--- src/rtl/transform_inverse_core_pkg.sv ---
// Shared definitions for the 4x4 inverse-transform engine.
//   - block-type codes presented on block_type
//   - FSM state encoding
//   - IDCT output rounding constant and shift
package transform_inverse_core_pkg;

  localparam logic [2:0] BLK_LUMA_DC   = 3'd0;
  localparam logic [2:0] BLK_LUMA_4X4  = 3'd1;
  localparam logic [2:0] BLK_LUMA_AC   = 3'd2;
  localparam logic [2:0] BLK_CHROMA_DC = 3'd5;
  localparam logic [2:0] BLK_CHROMA_AC = 3'd6;

  typedef enum logic [1:0] {
    ST_IDLE = 2'd0,
    ST_COL  = 2'd1,
    ST_ROW  = 2'd2,
    ST_CDC  = 2'd3
  } state_t;

  // IDCT results are rounded as (x + RND_ADD) >>> RND_SHIFT.
  localparam int RND_ADD   = 32;
  localparam int RND_SHIFT = 6;

endpackage

--- src/rtl/transform_inverse_core_butterfly.sv ---
// transform_butterfly_1d: combinational 4-point 1D transform.
//   a0..a3    : signed inputs at IW
//   hadamard  : 1 = 4-point Hadamard, 0 = 4x4 integer IDCT butterfly
//   o0..o3    : signed outputs at IW (two's complement, wraps on overflow)
module transform_butterfly_1d #(
  parameter int IW = 18
) (
  input  logic signed [IW-1:0] a0,
  input  logic signed [IW-1:0] a1,
  input  logic signed [IW-1:0] a2,
  input  logic signed [IW-1:0] a3,
  input  logic                 hadamard,
  output logic signed [IW-1:0] o0,
  output logic signed [IW-1:0] o1,
  output logic signed [IW-1:0] o2,
  output logic signed [IW-1:0] o3
);

  logic signed [IW-1:0] e0, e1, e2, e3;

  always_comb begin
    e0 = a0 + a2;
    e1 = a0 - a2;
    e2 = (a1 >>> 1) - a3;
    e3 = a1 + (a3 >>> 1);
    if (hadamard) begin
      o0 = a0 + a1 + a2 + a3;
      o1 = a0 + a1 - a2 - a3;
      o2 = a0 - a1 - a2 + a3;
      o3 = a0 - a1 + a2 - a3;
    end else begin
      o0 = e0 + e3;
      o1 = e1 + e2;
      o2 = e1 - e2;
      o3 = e0 - e3;
    end
  end

endmodule

--- src/rtl/transform_inverse_core.sv ---
// transform_inverse_core: sequential 4x4 inverse transform (IDCT, 4x4 and
// 2x2 Hadamard). Column pass into a transpose buffer, then row pass.
//   start/block_type     : block request, sampled only in IDLE
//   col_counter          : column index fed to the inverse-zigzag stage
//   col_in_0..3          : signed column (row k of column col_counter)
//   coeff_consumed       : pulse in the last input cycle
//   busy                 : block in flight, including the last output cycle
//   res_valid/row_counter/res_out_0..3 : one result row per cycle
//
// Handshake: there is no ready. A row is transferred in every cycle where
// res_valid=1; the consumer must accept it. start is a request without
// acknowledge: it is taken only when the FSM is IDLE and no row is being
// presented, otherwise it is dropped.
module transform_inverse_core
  import transform_inverse_core_pkg::*;
#(
  parameter int DW = 16,
  parameter int IW = 18
) (
  input  logic                 clk,
  input  logic                 rst_n,
  input  logic                 start,
  input  logic [2:0]           block_type,
  output logic [1:0]           col_counter,
  input  logic signed [DW-1:0] col_in_0,
  input  logic signed [DW-1:0] col_in_1,
  input  logic signed [DW-1:0] col_in_2,
  input  logic signed [DW-1:0] col_in_3,
  output logic                 coeff_consumed,
  output logic                 busy,
  output logic                 res_valid,
  output logic [1:0]           row_counter,
  output logic signed [DW-1:0] res_out_0,
  output logic signed [DW-1:0] res_out_1,
  output logic signed [DW-1:0] res_out_2,
  output logic signed [DW-1:0] res_out_3
);

  localparam logic signed [IW-1:0] RND_CONST = IW'(RND_ADD);

  state_t               state_q, state_d;
  logic [2:0]           type_q;
  logic [1:0]           col_cnt_q, row_idx_q;
  logic signed [IW-1:0] tbuf_q [4][4];

  logic                 accept, is_cdc, col_had, row_had;
  logic signed [IW-1:0] ca0, ca1, ca2, ca3, co0, co1, co2, co3;
  logic signed [IW-1:0] ro0, ro1, ro2, ro3;

  function automatic logic signed [IW-1:0] sext(input logic signed [DW-1:0] v);
    return {{(IW-DW){v[DW-1]}}, v};
  endfunction

  // IDCT rows are rounded and scaled down; Hadamard rows pass through.
  function automatic logic [DW-1:0] finish_val(input logic signed [IW-1:0] x,
                                               input logic hadamard);
    logic signed [IW-1:0] rounded;
    rounded = (x + RND_CONST) >>> RND_SHIFT;
    return hadamard ? x[DW-1:0] : rounded[DW-1:0];
  endfunction

  // The final row is registered while the FSM is already IDLE; gating on
  // res_valid keeps start ignored until that row has gone out.
  assign accept  = start && (state_q == ST_IDLE) && !res_valid;
  assign is_cdc  = (state_q == ST_CDC);
  assign col_had = is_cdc || (type_q == BLK_LUMA_DC);
  assign row_had = (type_q == BLK_LUMA_DC);

  // Chroma DC feeds c0,c2,c1,c3 so the Hadamard outputs o0,o1,o3,o2 give
  // f0..f3 in order.
  assign ca0 = sext(col_in_0);
  assign ca1 = is_cdc ? sext(col_in_2) : sext(col_in_1);
  assign ca2 = is_cdc ? sext(col_in_1) : sext(col_in_2);
  assign ca3 = sext(col_in_3);

  transform_butterfly_1d #(.IW(IW)) u_col (
    .a0(ca0), .a1(ca1), .a2(ca2), .a3(ca3), .hadamard(col_had),
    .o0(co0), .o1(co1), .o2(co2), .o3(co3)
  );

  transform_butterfly_1d #(.IW(IW)) u_row (
    .a0(tbuf_q[row_idx_q][0]), .a1(tbuf_q[row_idx_q][1]),
    .a2(tbuf_q[row_idx_q][2]), .a3(tbuf_q[row_idx_q][3]),
    .hadamard(row_had),
    .o0(ro0), .o1(ro1), .o2(ro2), .o3(ro3)
  );

  // FSM state register
  always_ff @(posedge clk or negedge rst_n) begin
    if (!rst_n) state_q <= ST_IDLE;
    else        state_q <= state_d;
  end

  // FSM next state
  always_comb begin
    state_d = state_q;
    case (state_q)
      ST_IDLE: if (accept) state_d = (block_type == BLK_CHROMA_DC) ? ST_CDC : ST_COL;
      ST_COL:  if (col_cnt_q == 2'd3) state_d = ST_ROW;
      ST_ROW:  if (row_idx_q == 2'd3) state_d = ST_IDLE;
      ST_CDC:  state_d = ST_IDLE;
      default: state_d = ST_IDLE;
    endcase
  end

  // Datapath: latched type, counters, transpose buffer, result registers
  always_ff @(posedge clk or negedge rst_n) begin
    if (!rst_n) begin
      type_q      <= 3'd0;
      col_cnt_q   <= 2'd0;
      row_idx_q   <= 2'd0;
      res_valid   <= 1'b0;
      row_counter <= 2'd0;
      res_out_0   <= '0;
      res_out_1   <= '0;
      res_out_2   <= '0;
      res_out_3   <= '0;
      for (int r = 0; r < 4; r++)
        for (int c = 0; c < 4; c++)
          tbuf_q[r][c] <= '0;
    end else begin
      res_valid <= 1'b0;
      case (state_q)
        ST_IDLE: begin
          if (accept) begin
            type_q    <= block_type;
            col_cnt_q <= 2'd0;
            row_idx_q <= 2'd0;
          end
        end
        ST_COL: begin
          tbuf_q[0][col_cnt_q] <= co0;
          tbuf_q[1][col_cnt_q] <= co1;
          tbuf_q[2][col_cnt_q] <= co2;
          tbuf_q[3][col_cnt_q] <= co3;
          col_cnt_q            <= col_cnt_q + 2'd1;  // wraps to 0 for next block
        end
        ST_ROW: begin
          res_valid   <= 1'b1;
          row_counter <= row_idx_q;
          res_out_0   <= finish_val(ro0, row_had);
          res_out_1   <= finish_val(ro1, row_had);
          res_out_2   <= finish_val(ro2, row_had);
          res_out_3   <= finish_val(ro3, row_had);
          row_idx_q   <= row_idx_q + 2'd1;
        end
        ST_CDC: begin
          res_valid   <= 1'b1;
          row_counter <= 2'd0;
          res_out_0   <= co0[DW-1:0];
          res_out_1   <= co1[DW-1:0];
          res_out_2   <= co3[DW-1:0];
          res_out_3   <= co2[DW-1:0];
        end
        default: ;
      endcase
    end
  end

  assign col_counter    = col_cnt_q;
  assign coeff_consumed = ((state_q == ST_COL) && (col_cnt_q == 2'd3)) || is_cdc;
  assign busy           = (state_q != ST_IDLE) || res_valid;

endmodule
--- config.mk ---
export PLATFORM = sky130hd
export DESIGN_NAME = transform_inverse_core
export DESIGN_NICKNAME = d
export VERILOG_FILES = /design/src/rtl/transform_inverse_core_pkg.sv /design/src/rtl/transform_inverse_core_butterfly.sv /design/src/rtl/transform_inverse_core.sv
export SDC_FILE = /design/constraint.sdc
export NUM_CORES = 2
export LEC_CHECK = 0
export BUFFER_PORTS_ARGS = -buffer_cell sky130_fd_sc_hd__buf_2
export CORE_MARGIN = 8
export CORE_UTILIZATION = 45
export CTS_BUF_LIST = sky130_fd_sc_hd__clkbuf_4
export CTS_CLUSTER_DIAMETER = 120
export DETAILED_ROUTE_END_ITERATION = 6
export SETUP_SLACK_MARGIN = 0.1
export SLEW_MARGIN = 20
export SYNTH_ARGS = -nofsm -noshare
export SYNTH_HDL_FRONTEND = slang
export SYNTH_SLANG_ARGS = --single-unit
--- constraint.sdc ---
create_clock -name clk -period 6.5 [get_ports clk]
set_clock_uncertainty 0.15 [all_clocks]
set_input_delay 0.975 -clock clk [delete_from_list [all_inputs] [get_ports clk]]
set_output_delay 0.975 -clock clk [all_outputs]
set_load 0.02 [all_outputs]
==> metrics.csv <==
stage,metric,value,unit
floorplanning,I/O pin cnt,141,
yosys,Synth area leaders,"dfrtp_1 22%, ha_1 14%, fa_1 7.4%",
worst_setup_path,CP max-delay cell,or4_4,
timing,fmax,0.147,GHz
timing,Worst Tran Pin Value,1.19,ns
yosys,Synth Net Count,5780,
timing,Period minus WS final,6.80,ns
cells_and_area,FILL cells,8468,
min_path,Hold Crit Class,in2reg,
placed_design,placed cell areas,50400,sq um
yosys,Post-Syn Instances,5077,
clock_network,H-Tree Depth,3,
cells_and_area,Final nets,6812,
yosys,Syn. warnings,0,
yosys,Synth Register Bits,364,
worst_setup_path,"Arr. time, crit path",7.43,ns
floorplanning,die footprint,103000,sq um
placed_design,HPWL after detailed placement,141000,um
cells_and_area,fin area,55600,sq um
run,MaxCap Viol Count,0,
global_route,first-pass GRT wire length,254000,um
timing,final worst setup slack,-0.303,ns
yosys,Yosys top cell by area,dfrtp_1,
outcome,outcome,"complete, but fails checks",
timing,endpoints failing hold,0,
floorplanning,Core ar.,92800,sq um
worst_setup_path,reg2reg start,row_idx_q[0]$_DFFE_PN0P_,
min_path,startpoint of the worst hold path,block_type[1],
worst_setup_path,CP peak stage delay,0.54,ns
min_path,hold worst-path end,type_q[1]$_DFFE_PN0P_,
yosys,ys async rst share,100,%
clock_network,Clock Pin Slew Worst Setup and Hold Paths,0.07,ns
floorplanning,width of the die,321,um
timing,worst rel slew slack,19.7,%
worst_setup_path,Crit Path Max Fanout,4,
yosys,share of the synthesized area in the top cell type,21.7,%
worst_setup_path,Setup crit end kind,register,
worst_setup_path,worst reg2reg path depth,29,
worst_setup_path,Buf/Inv on CP,5,
cells_and_area,Layout Area Growth over Synthesis,32.7,%
drt,DRC violation total after the first TritonRoute iteration,3950,
yosys,most frequent cell after synthesis,nand2_1,
yosys,synth cell count leaders,"597 x nand2_1, 482 x o21ai_0, 479 x ha_1",
clock_network,CTS root buf,clkbuf_4,
global_route,largest net degree at the start of global routing,143,
placed_design,number of I/O port buffers,140,
placed_design,Routability Congestion,1.04,
yosys,unique cell type count in the Yosys netlist,107,
clock_network,clk buf depth,3,
worst_setup_path,Startpoint Class,register,
floorplanning,DIE HEIGHT,321,um
timing,Pins Over Slew Limit,0,
drt,final antenna-violating net count,0,
worst_setup_path,"delay-heaviest family, CP",simple AND/OR/NAND/NOR gates,
drt,number of vias per cell,5.69,
timing,fin crit share,105,%
clock_network,clock buffer count from CTS,99,
yosys,"EDFF count, synth",0,
floorplanning,Initial Util,45.2,%
global_route,Total Routing Usage GR,32.1,%
clock_network,CTS tree,built,
worst_setup_path,R2R Path End,res_out_0[11]$_DFFE_PN0P_,
drt,First-pass DRT Iterations,6,
outcome,failing checks,negative setup slack,
yosys,sequential share of the synthesized area,21.7,%
drt,routed wire length,172000,um
worst_setup_path,"Req. time, crit path",7.12,ns
global_route,vias in the first global route,41500,
timing,RSZ-0062 raised after global routing,true,
global_route,GRT overflow,0,
drt,via total after detailed routing,42300,
cells_and_area,FF/Latch Area,9120,sq um
yosys,top_reg_cell synth,dfrtp_1,
worst_setup_path,Critical Path Stages,29,
min_path,Hold Crit Depth,2,
drt,Residual DRC,0,
yosys,synthesized area,41900,sq um
global_route,initial antenna violation count,9,
floorplanning,Site Rows,112,
drt,wire per inst,23.1,um
clock_network,worst-skew pair later-pin latency,0.94,ns
clock_network,Sink Count,364,
cells_and_area,share of cells above drive strength 1,31.2,%
cells_and_area,Multi-input gate area,33500,sq um
worst_setup_path,kind of critical path,reg2reg,
timing,setup violators final,28,
worst_setup_path,reg2reg setup slack,-0.30,ns
yosys,Synth Area per Inst,8.26,sq um
## cell type report
cell class                 instances  area share (%)
tap                             1254            2.82
timing repair buffer            1142            15.3
multi-input combinational       4057            60.3
antenna                            4          0.0180
clock buffer                     144            1.94
sequential                       364            16.4
clock inverter                    26           0.288
inverter                         445            3.01
## worst register-to-register path, delay by kind of cell, from the launching register on
kind | cells | cell delay (ns)
buffers and inverters | 5 | 0.62
AOI/OAI and AO/OA | 10 | 1.63
muxes | 1 | 0.51
and+or+nand+nor | 8 | 1.98
DFF | 1 | 0.52
adders and majority gates | 3 | 0.90
xor gates and xnor gates | 2 | 0.42
## how the worst max path moves through the flow
stage,start,end
after floorplan,row_idx_q[0]$_DFFE_PN0P_,res_out_0[12]$_DFFE_PN0P_
after global placement,row_idx_q[0]$_DFFE_PN0P_,res_out_3[9]$_DFFE_PN0P_
after detailed placement,row_idx_q[0]$_DFFE_PN0P_,res_out_3[9]$_DFFE_PN0P_
after CTS,row_idx_q[0]$_DFFE_PN0P_,res_out_1[14]$_DFFE_PN0P_
after global routing,row_idx_q[0]$_DFFE_PN0P_,res_out_0[11]$_DFFE_PN0P_
final,row_idx_q[0]$_DFFE_PN0P_,res_out_0[11]$_DFFE_PN0P_
## kinds of logic (layout without fill, tap and decap cells)
kind of cell             after synthesis  in the layout  synth area share, %
AO/OA/AOI/OAI                       1451           1451                 21.4
XOR/XNOR                             377            377                 8.17
adder cells (fa/ha/maj)              633            633                 21.7
buffers and inverters                656           1757                 5.95
flip-flops                           364            364                 21.7
multiplexers                         124            124                 5.13
other                                  0              4                    0
AND/OR/NAND/NOR                     1472           1472                 15.9
## metal layers
layer / GRT usage, % / wire length (um) / vias up
li1: - / - / 19800
met5: 0 / 41 / -
met4: 13.5 / 8220 / 6
met1: 41.7 / 71900 / 20600
met2: 53.2 / 79400 / 1585
met3: 4.89 / 12500 / 372
## through the flow
| stage | utilization, % | setup WS [ns] | instances | TNS, ns | hold WS, ns |
|---|---|---|---|---|---|
| 6_report | 59.9 | -0.303 | 7436 | -4.50 | 0.248 |
| 5_1_grt | 59.9 | -0.475 | 7435 | -12.16 | 0.182 |
| 4_1_cts | 57.7 | -0.317 | 7387 | -5.75 | 0.154 |
| 3_5_place_dp | 54.4 | -0.948 | 7172 | -49.68 | 0.313 |
| 3_3_place_gp | 54.4 | -0.895 | 7172 | -45.00 | 0.306 |
| 2_1_floorplan | - | 0.0439 | 5077 | 0 | 0.293 |
## cells in the final DEF (no fill, tap or decap), types with 30 or more instances in the layout
master    Yosys  layout
buf_4         1     959
nand2_1     597     582
ha_1        479     428
inv_1       440     427
o21ai_0     482     427
nor2_1      399     373
dfrtp_1     364     360
a21oi_1     376     308
xnor2_1     268     214
clkbuf_4      0     144
fa_1        154     140
buf_2        15     139
xor2_1       99      84
nor3_1       98      83
a21o_1       80      80
mux4_2       71      71
a21oi_2       3      58
nand3_1      65      55
xnor2_2       2      46
nor2b_1      50      43
o21a_1       45      43
a31oi_1      47      42
o21bai_1     51      41
o21ai_1      18      41
ha_4          0      41
nand2b_1     44      38
o211ai_1     36      36
or3_1        42      35
buf_6         1      33
and3_1       31      30
## state kept, by name (all words and copies together), names as in the netlist
signal	count
row_idx_q	2
res_out_2	16
row_counter	2
res_valid	1
type_q	3
res_out_1	16
tbuf_q	288
res_out_3	16
col_counter	2
state_q	2
res_out_0	16
## what timing repair did
item                       CTS  global route
pin swaps                  134           171
hold endpoints to repair    90             0
setup buffers               44            49
setup endpoints to repair  118           149
resized for setup          320           351
hold buffers                 1             0
cloned                       1             0
Power is not shown: default switching activity piles up to over one toggle a cycle in this logic, so the estimate is an artifact.
